## config.mk

```make
export PLATFORM = sky130hd
export DESIGN_NAME = debounce_filter_flat
export DESIGN_NICKNAME = d
export VERILOG_FILES = /design/src/rtl/debounce_filter_if.sv /design/src/rtl/debounce_filter.sv /design/src/flat_wrapper.sv
export SDC_FILE = /design/constraint.sdc
export NUM_CORES = 1
export LEC_CHECK = 0
export BUFFER_PORTS_ARGS = -buffer_cell sky130_fd_sc_hd__buf_2
export CAP_MARGIN = 20
export CORE_ASPECT_RATIO = 0.8
export CORE_MARGIN = 3
export CORE_UTILIZATION = 45
export CTS_BUF_LIST = sky130_fd_sc_hd__clkbuf_4 sky130_fd_sc_hd__clkbuf_8 sky130_fd_sc_hd__clkbuf_16
export CTS_CLUSTER_DIAMETER = 60
export CTS_CLUSTER_SIZE = 16
export DETAILED_ROUTE_END_ITERATION = 8
export PLACE_DENSITY_LB_ADDON = 0.25
export SYNTH_ARGS = -nofsm -noshare
export SYNTH_HDL_FRONTEND = slang
export SYNTH_SLANG_ARGS = --single-unit
```

## constraint.sdc

```tcl
create_clock -name clk -period 3.7 [get_ports clk]
set_input_delay 0.37 -clock clk [delete_from_list [all_inputs] [get_ports clk]]
set_output_delay 0.37 -clock clk [all_outputs]
set_load 0.02 [all_outputs]
```

## src/rtl/debounce_filter_if.sv

```systemverilog
// Pin bundle between a noisy board-level input and the debounce filter.
// The master drives the raw input; the slave returns the clean level and edge pulses.
interface debounce_filter_if;
  logic io_input;
  logic io_output;
  logic io_rise;
  logic io_fall;

  modport master (output io_input, input io_output, io_rise, io_fall);
  modport slave  (input io_input, output io_output, io_rise, io_fall);
endinterface

```

## src/rtl/debounce_filter.sv

```systemverilog
// Synchronises a raw asynchronous input and only lets a new level through once it has
// persisted for STABLE_CYCLES consecutive clocks; emits one-cycle rise/fall pulses.
module debounce_filter #(
  parameter int unsigned STABLE_CYCLES = 5000,
  parameter int unsigned SYNC_STAGES   = 2,
  parameter logic        RESET_VALUE   = 1'b0
) (
  input  logic              clk,
  input  logic              rst,
  debounce_filter_if.slave  io
);

  localparam int unsigned      CNT_W   = $clog2(STABLE_CYCLES + 1);
  localparam logic [CNT_W-1:0] CNT_MAX = CNT_W'(STABLE_CYCLES - 1);

  logic [SYNC_STAGES-1:0] sync_q, sync_d;
  logic [CNT_W-1:0]       cnt_q, cnt_d;
  logic                   out_q, out_d;
  logic                   rise_q, rise_d;
  logic                   fall_q, fall_d;
  logic                   sync;

  assign sync = sync_q[SYNC_STAGES-1];

  // NOTE: every signal gets a default at the top of always_comb so no path leaves it unassigned, which would infer a latch.
  always_comb begin
    sync_d = {sync_q[SYNC_STAGES-2:0], io.io_input};
    cnt_d  = cnt_q;
    out_d  = out_q;
    rise_d = 1'b0;
    fall_d = 1'b0;
    // One cycle of agreement restarts the count; the flip also restarts it.
    if (sync == out_q) begin
      cnt_d = '0;
    end else if (cnt_q == CNT_MAX) begin
      out_d  = sync;
      cnt_d  = '0;
      rise_d = sync;
      fall_d = ~sync;
    end else begin
      cnt_d = cnt_q + CNT_W'(1);
    end
  end

  // NOTE: state flops use non-blocking assignments so all of them update from the same pre-edge values.
  always_ff @(posedge clk) begin
    if (rst) begin
      // NOTE: the synchronizer flops are reset too, so no stale pre-reset level can leak into the count.
      sync_q <= {SYNC_STAGES{RESET_VALUE}};
      cnt_q  <= '0;
      out_q  <= RESET_VALUE;
      rise_q <= 1'b0;
      fall_q <= 1'b0;
    end else begin
      sync_q <= sync_d;
      cnt_q  <= cnt_d;
      out_q  <= out_d;
      rise_q <= rise_d;
      fall_q <= fall_d;
    end
  end

  assign io.io_output = out_q;
  assign io.io_rise   = rise_q;
  assign io.io_fall   = fall_q;

endmodule

```

## src/flat_wrapper.sv

```systemverilog
// flat-port wrapper written by rule: the top's interface ports become plain ports
module debounce_filter_flat 
#(
  parameter int unsigned STABLE_CYCLES = 5000,
  parameter int unsigned SYNC_STAGES   = 2,
  parameter logic        RESET_VALUE   = 1'b0
)
  (clk, rst, io_io_input, io_io_output, io_io_rise, io_io_fall);
  debounce_filter_if io_i ();
  input  logic clk;
  input  logic rst;
  input wire logic [$bits(io_i.io_input)-1:0] io_io_input;
  output wire logic [$bits(io_i.io_output)-1:0] io_io_output;
  output wire logic [$bits(io_i.io_rise)-1:0] io_io_rise;
  output wire logic [$bits(io_i.io_fall)-1:0] io_io_fall;
  assign io_i.io_input = io_io_input;
  assign io_io_output = io_i.io_output;
  assign io_io_rise = io_i.io_rise;
  assign io_io_fall = io_i.io_fall;
  debounce_filter #(.STABLE_CYCLES(STABLE_CYCLES), .SYNC_STAGES(SYNC_STAGES), .RESET_VALUE(RESET_VALUE)) u_core (.clk(clk), .rst(rst), .io(io_i));
endmodule
```

==> flow_summary_export.csv <==
group,metric,value,unit
die,die_w,52.2,µm
sta,slew_violations,0,
finish,mostFrequentLayoutCell,"dfxtp_1",
placed_design,gp_congestion,0.773,
sta,layout_min_cycle_time,1.71,ns
global_route,grt_first_pass_wirelength,2010,µm
critical_path,cp_num_buf_inv,0,
finish,final_cell_mix,"dfxtp_1 (18), nor2_2 (10), xnor2_1 (9), nor2_1 (6), buf_2 (5)",
global_route,antenna_found_initial,0,
clocking,root_buffer,"clkbuf_4",
global_route,grt_pass1_vias,451,
critical_path,start_kind,"register",
detailed_routing,ant_nets,0,
sta,worst_slack,1.99,ns
placed_design,post-dp-hpwl,810,µm
detailed_routing,vias,494,
hold_path,holdPathStages,2,
power,power-per-cell-area,353,nW/µm²
power,switching_share,0.192,
outcome,outcome,"finished, final reports clean",
clocking,cts_tree,"built",
global_route,overflow,0,
placed_design,dpl_worst_slack,2.00,ns
synthesis,synthesis.area,769,µm²
clocking,htreeDepth,1,
clocking,clock_latency,0.28,ns
die,coreArea,1500,µm²
sta,finalHoldViolations,0,
power,intPower,0.000235,W
clocking,cts_resized,0,
sta,period_share,0.462,
synthesis,ys_warn_count,0,
critical_path,cp_top_family,"simple AND/OR/NAND/NOR gates",
critical_path,cp.required,3.88,ns
hold_path,min_to,"u_core.sync_q[0]",
sta,tns,0,ns
power,leakage,0.258,nW
clocking,clock_sink_count,18,
sta,max_freq,586,MHz
power,net-switching-power,0.0000560,W
critical_path,reg2reg_depth,4,
power,seqPwrFrac,0.673,
synthesis,synth_edf_count,0,
finish,diodes,0,
synthesis,syn_area_per_cell,10.1,µm²
global_route,grt_max_degree,14,
die,rows,12,
critical_path,critPathSlowestCell,"or4_4",
placed_design,dpl_cell_area,801,µm²
clocking,cts_setup_buffers,0,
power,power,0.000291,W
synthesis,ys_types,21,
synthesis,ys_seq_elements,18,
synthesis,synthFlopType,"dfxtp_1",
critical_path,reg2reg_from,"u_core.cnt_q[4]",
detailed_routing,via_per_inst,4.75,
power,peakVddDrop,0.287,mV
synthesis,synthCells,76,
detailed_routing,wl_per_cell,10.9,µm
detailed_routing,drt_iter0_drc,9,
critical_path,path_cells,"or4_4 -> nor4_4 -> or3_4 -> nor2_1",
clocking,cts_buffer_depth,2,
critical_path,slowest_delay,0.54,ns
sta,fin_skew,0.00148,ns
detailed_routing,first_pass_iters,2,
critical_path,rr_endpoint,"u_core.cnt_q[11]",
detailed_routing,wl,1130,µm
die,ios,6,
synthesis,synth_fp_nets,80,
finish,design_area,823,µm²
global_route,track_usage,0.126,
synthesis,ys_async_sr_fraction,0,
placed_design,port_buffers,5,
sta,slew_headroom,0.756,
synthesis,synth_top_area_share,0.468,
sta,finalSetupViolCount,0,
critical_path,critical_path_arrival,1.88,ns
critical_path,crit_path_max_fanout,13,
clocking,cts_hold_buf,0,
synthesis,yosysTopAreaCell,"dfxtp_1",
finish,syn_to_final_growth,6.99,%
die,die_y,43.0,µm
hold_path,hold_class,"in2reg",
job,maxCapViolations,0,
clocking,path_clk_slew,0.09,ns
power,p_clk_frac,0.309,
synthesis,synth_area_leaders,"dfxtp_1 (47%), xnor2_1 (10%), nor2_2 (8.1%)",
critical_path,rrSetupSlack,1.99,ns
finish,drive_gt1_frac,0.265,
finish,final_nets,89,
critical_path,critPathKind,"reg2reg",
clocking,numCtsBuffers,3,
hold_path,min-delay-start,"io_io_input",
critical_path,endpoint_kind,"register",
synthesis,seq_area_frac_synth,0.468,
power,power.share.combinational,0.018,
detailed_routing,drcViolationCount,0,
die,die-area,2250,µm²
die,initial_core_util,0.513,
sta,tightest_slew,0.363,ns
sta,rsz0062_at_grt,"false",
-- per-stage QoR --
step | std cells | utilization | hold slack (ns)
global placement | 101 | 0.533 | 0.423
global route | 104 | 0.548 | 0.291
finish | 104 | 0.548 | 0.301
detailed placement | 101 | 0.533 | 0.427
CTS | 104 | 0.548 | 0.299
floorplan | 76 | - | 0.414
-- registers in the layout (all words and copies together), names as in the netlist --
signal,flops
u_core.cnt_q,13
u_core.sync_q,2
u_core.io.io_fall,1
u_core.io.io_output,1
u_core.io.io_rise,1
-- routing by layer --
metal	GRT usage	vias to the layer above	part of all wire
li1	-	264	-
met1	0.174	220	0.52
met2	0.173	8	0.43
met3	0.0632	2	0.042
met4	0.0306	0	0.012
met5	0	-	0
-- synth_stat cells (2+ instances only) --
cell type   n
nor2b_1     3
nand2_1     4
xor2_1      3
dfxtp_1    18
xnor2_1     9
nor2_1      6
inv_1       3
nand4_1     3
nand3_1     2
and3b_1     2
nor3_1      4
nor2_2     10
-- worst reg2reg max path: cells and delay by family, from the launching register on --
kind | cells | cell delay (ns)
and+or+nand+nor | 4 | 1.24
DFF | 1 | 0.36
-- cells by family after synthesis --
family                   count (synthesis)  synth area share
XOR/XNOR                                12             0.137
flip-flops                              18             0.468
adder cells (fa/ha/maj)                  1            0.0163
buffers and inverters                    4            0.0407
multiplexers                             1            0.0130
AND/OR/NAND/NOR                         40             0.325
-- final cells by class --
cell class                      count  area [µm²]
Fill cell                         141         678
Clock buffer                        3        22.5
Tap cell                           21        26.3
Sequential cell                    18         360
Timing Repair Buffer                5        25.0
Multi-Input combinational cell     54         378
Inverter                            3        11.3
-- worst max path at each step --
stage / startpoint / end / slack, ns / cells after the start
after detailed placement: u_core.cnt_q[4] / u_core.cnt_q[11] / 2.00 / 4
after global placement: u_core.cnt_q[4] / u_core.cnt_q[10] / 2.04 / 4
after CTS: u_core.cnt_q[4] / u_core.cnt_q[11] / 1.99 / 4
after global routing: u_core.cnt_q[4] / u_core.cnt_q[10] / 1.91 / 4
final: u_core.cnt_q[4] / u_core.cnt_q[11] / 1.99 / 4
after floorplan: u_core.cnt_q[4] / u_core.cnt_q[12] / 2.07 / 5
-- power by group through the flow --
stage	Sequential (W)	Combinational [W]	Clock, W
3_5_place_dp	0.000200	0.00000524	0
4_1_cts	0.000196	0.00000525	0.0000951
2_1_floorplan	0.000200	0.00000446	0
3_3_place_gp	0.000200	0.00000523	0
5_1_grt	0.000196	0.00000575	0.000105
6_report	0.000196	0.00000520	0.0000900
(Power assumes the default switching activity.)
